[config.mk]
export PLATFORM = sky130hd
export DESIGN_NAME = random_delay
export DESIGN_NICKNAME = d
export VERILOG_FILES = /design/src/rtl/random_delay.sv
export SDC_FILE = /design/constraint.sdc
export NUM_CORES = 1
export LEC_CHECK = 0
export CAP_MARGIN = 20
export CORE_AREA = 3 3 75 77
export CTS_BUF_LIST = sky130_fd_sc_hd__clkbuf_4 sky130_fd_sc_hd__clkbuf_8
export DETAILED_ROUTE_END_ITERATION = 8
export DIE_AREA = 0 0 78 80
export PLACE_DENSITY = 0.85
export SETUP_SLACK_MARGIN = 0.3
export SLEW_MARGIN = 20
export SYNTH_ARGS = -nofsm -noshare
export SYNTH_HDL_FRONTEND = slang
export SYNTH_SLANG_ARGS = --single-unit
[constraint.sdc]
create_clock -name clk -period 5.8 [get_ports clk]
set_clock_uncertainty 0.2 [all_clocks]
set_input_delay 0.58 -clock clk [delete_from_list [all_inputs] [get_ports clk]]
set_output_delay 0.58 -clock clk [all_outputs]
set_load 0.02 [all_outputs]
[src/rtl/random_delay.sv]
// Random-length wait timer: latches MIN_MS + a RAND_BITS random pool on start and counts it down in ms ticks.
// Optional cancel input/pulse enabled by defining RANDOM_DELAY_ABORT_EN.
module random_delay #(
  parameter int TICK_DIV  = 100000,
  parameter int MIN_MS    = 1000,
  parameter int RAND_BITS = 12
) (
  input  logic        clk,
  input  logic        reset,
  input  logic        r_in,
  input  logic        start,
`ifdef RANDOM_DELAY_ABORT_EN
  input  logic        abort,
  output logic        aborted,
`endif
  output logic        ready,
  output logic        busy,
  output logic        done,
  output logic [15:0] delay_ms
);

  localparam int PW = (TICK_DIV > 1) ? $clog2(TICK_DIV) : 1;
  localparam int FW = $clog2(RAND_BITS + 1);

  typedef enum logic [1:0] {IDLE, WAIT, DONE} state_t;

  state_t               state_q, state_d;
  logic [RAND_BITS-1:0] pool_q;
  logic [FW-1:0]        fill_q;
  logic [15:0]          rem_q, rem_d;
  logic [PW-1:0]        presc_q, presc_d;
  logic [15:0]          delay_q, delay_d;
  logic                 filled, tick;
  logic [15:0]          sum;
`ifdef RANDOM_DELAY_ABORT_EN
  logic                 aborted_q, abort_hit;
`endif

  assign filled = (fill_q == FW'(RAND_BITS));
  assign tick   = (presc_q == PW'(TICK_DIV - 1));
  // The pool value before this edge's shift is what gets captured.
  assign sum    = 16'(MIN_MS) + 16'(pool_q);

  always_comb begin
    state_d = state_q;
    rem_d   = rem_q;
    presc_d = presc_q;
    delay_d = delay_q;
`ifdef RANDOM_DELAY_ABORT_EN
    abort_hit = 1'b0;
`endif
    case (state_q)
      IDLE: begin
        if (start && filled) begin
          state_d = WAIT;
          delay_d = sum;
          rem_d   = sum;
          presc_d = '0;
        end
      end
      WAIT: begin
        presc_d = tick ? '0 : presc_q + PW'(1);
        if (tick) begin
          rem_d = rem_q - 16'd1;
          if (rem_q == 16'd1) state_d = DONE;
        end
`ifdef RANDOM_DELAY_ABORT_EN
        // Cancel takes priority over a coincident final tick.
        if (abort) begin
          state_d   = IDLE;
          abort_hit = 1'b1;
        end
`endif
      end
      DONE:    state_d = IDLE;
      default: state_d = IDLE;
    endcase
  end

  always_ff @(posedge clk) begin
    if (reset) begin
      state_q <= IDLE;
      pool_q  <= '0;
      fill_q  <= '0;
      rem_q   <= '0;
      presc_q <= '0;
      delay_q <= '0;
`ifdef RANDOM_DELAY_ABORT_EN
      aborted_q <= 1'b0;
`endif
    end else begin
      state_q <= state_d;
      pool_q  <= {pool_q[RAND_BITS-2:0], r_in};
      if (!filled) fill_q <= fill_q + FW'(1);
      rem_q   <= rem_d;
      presc_q <= presc_d;
      delay_q <= delay_d;
`ifdef RANDOM_DELAY_ABORT_EN
      aborted_q <= abort_hit;
`endif
    end
  end

  assign ready    = (state_q == IDLE) && filled;
  assign busy     = (state_q == WAIT);
  assign done     = (state_q == DONE);
  assign delay_ms = delay_q;
`ifdef RANDOM_DELAY_ABORT_EN
  assign aborted  = aborted_q;
`endif

endmodule

==> out/results.txt <==
status -> finished, final reports clean
Power Total -> 0.865 mW
gr usage total -> 0.250
Slew @ Worst Pin -> 0.888 ns
Max Root-Sink Buffers -> 2
CTS resizes -> 0
number of nets in the layout -> 408
DRC Markers -> 0
Num CTS Buffers -> 9
PortBufs -> 19
RSZ-0062 raised after global routing -> no
# fillers -> 436
die height -> 80 um
Final Core Density -> 0.696
synthesized area per cell -> 8.11 sq um
Final Instance Area -> 3530 sq um
max cap viols -> 0
final wirelength -> 7.24 mm
initial antenna violation count -> 0
Max Fclk -> 336 MHz
layout cells sized above 1 -> 0.0697
gp weighted congestion -> 0.901
fraction of registers with async set/reset -> 0
number of synthesized flops with an enable pin -> 0
setup bufs post-CTS -> 0
DRT iter0 DRCs -> 272
Worst-Skew Late Latency -> 0.34 ns
fin crit period -> 2.98 ns
first-pass GRT wire length -> 12.2 mm
largest net degree at the start of global routing -> 49
clk sinks -> 64
top cells by count, synth -> dfxtp_1, nand2_1, a21oi_1
vias in the first global route -> 2588
share of the synthesized area in the top cell type -> 0.414
Hold Fails Final Rpt -> 0
DP Area -> 3330 sq um
Peak VDD IR -> 191 uV
Starting Density -> 0.609
CTS tree -> yes
total number of vias -> 2875
Worst Hold Class -> flip-flop to flip-flop
Post-DP HPWL -> 4.86 mm
area of the mapped netlist -> 3090 sq um
# diodes -> 0
LEAKAGE -> 1.28 nW
Worst setup EP type -> primary output
worst-path fanout max -> 31
Netlist cell types -> 50
Crit Path Category -> flip-flop to primary output
setup TNS -> 0 ns
Area growth, synth to finish -> 14.3%
die width -> 78 um
Worst EP required -> 5.02 ns
Ports -> 23
Rel. slew slack -> 0.408
Routed Antenna Nets -> 0
Vias/cell -> 6.09
max-slew violation count -> 0
Die Area -> 6240 sq um
most numerous cell in the Yosys netlist -> dfxtp_1
Post-Syn Instances -> 381
P per Cell Area -> 245 nW/um^2
drt pass-1 iters -> 5
Ys Warns -> 0
row cnt -> 26
Sequential Power Share -> 0.516
Sw Ratio -> 0.214
Startpoint Class -> flip-flop
CTS H-tree lvls -> 3
post-synthesis register bit count -> 64
sequential share of the synthesized area -> 0.414
final worst-path cycle share -> 0.514
Yosys top cell by area -> dfxtp_1
clk slew on worst S/H paths -> 0.06 ns
hold_buf cts -> 0
largest cells by area after synthesis -> dfxtp_1, a21oi_1, nand2_1
average routed wire per standard cell -> 15.3 um
WP data arrival -> 2.20 ns
GR Overflow Total -> 0
ys flop type -> dfxtp_1
combinational power share -> 0.027
P_int -> 0.680 mW
# setup viols final -> 0
clock power share -> 0.457
P_sw -> 0.185 mW
clock root cell -> clkbuf_8
core region area -> 5070 sq um
[metrics by stage]
step | cells | hold WS (ns) | setup WS (ns)
2_1_floorplan | 383 | 0.233 | 3.57
3_3_place_gp | 457 | 0.250 | 2.91
3_5_place_dp | 457 | 0.253 | 2.87
4_1_cts | 472 | 0.269 | 2.80
5_1_grt | 472 | 0.290 | 2.67
6_report | 472 | 0.268 | 2.82
[path summary, 6_finish.rpt]
kind | depth (start not counted) | startpoint | slack, ns | end
max reg2reg | 8 | state_q[1]$_SDFFE_PP0P_ | 2.92 | rem_q[13]$_SDFFE_PP0P_
min reg2reg | 2 | delay_ms[10]$_SDFFE_PP0P_ | 0.27 | delay_ms[10]$_SDFFE_PP0P_
max | 4 | state_q[1]$_SDFFE_PP0P_ | 2.82 | busy
min | 2 | delay_ms[10]$_SDFFE_PP0P_ | 0.27 | delay_ms[10]$_SDFFE_PP0P_
[cells in the final DEF (no fill, tap or decap), types with 4 or more instances in the layout]
master,synthesis,routed
buf_4,3,4
or4_1,6,6
nand4_1,7,7
dfxtp_1,64,64
nand2_1,46,46
nor2_1,31,31
ha_1,6,6
clkbuf_8,0,12
nor2b_1,14,14
nor3_1,19,18
a21oi_1,38,38
a31oi_1,9,9
nand3_1,12,12
o21ai_0,20,20
o31ai_1,4,4
xor2_1,6,6
or3_1,5,5
clkdlybuf4s50_1,0,19
a211oi_1,5,5
inv_1,10,10
xnor2_1,6,6
[sequential cells by signal (all words and copies together), names as in the netlist]
name	flops
presc_q	17
rem_q	16
delay_ms	13
pool_q	12
fill_q	4
state_q	2
[worst max-delay path, stage by stage (launching register included)]
cell and delay (ns):
dfxtp_1 0.38, nand2b_1 0.17, buf_4 0.24, inv_1 0.38
clkdlybuf4s50_1 0.70
[layer usage]
layer	vias to the layer above	global-route usage	share of wire
li1	1405	-	-
met1	1352	0.342	0.46
met5	-	0	0
met4	0	0.0752	0.013
met3	7	0.0700	0.076
met2	111	0.384	0.45
[area by class of cell]
type | instances | area, sq um | share of cell area
timing repair buffer | 23 | 220 | 0.0623
multi-input combinational | 290 | 1700 | 0.482
tap | 70 | 87.6 | 0.0248
inverter | 10 | 37.5 | 0.0106
clock inverter | 3 | 40.0 | 0.0113
sequential | 64 | 1280 | 0.363
clock buffer | 12 | 165 | 0.0467
[power groups by stage]
stage / Combinational (mW) / Sequential [mW] / Clock [mW]
5_1_grt: 0.0265 / 0.446 / 0.420
4_1_cts: 0.0236 / 0.446 / 0.401
3_5_place_dp: 0.0233 / 0.456 / 0
2_1_floorplan: 0.0184 / 0.455 / 0
3_3_place_gp: 0.0229 / 0.456 / 0
6_report: 0.0238 / 0.446 / 0.395
[cell families (layout without fill, tap and decap cells)]
logic type               after synthesis  count (layout)  synth area share
AND/OR/NAND/NOR                      164             164             0.274
buffers and inverters                 29              48            0.0393
AO/OA/AOI/OAI                        102             102             0.203
other                                  1               3           0.00121
multiplexers                           3               3           0.00971
flip-flops                            64              64             0.414
adder cells (fa/ha/maj)                6               6            0.0243
XOR/XNOR                              12              12            0.0340
Note: power is estimated with default switching activity, not from simulation.
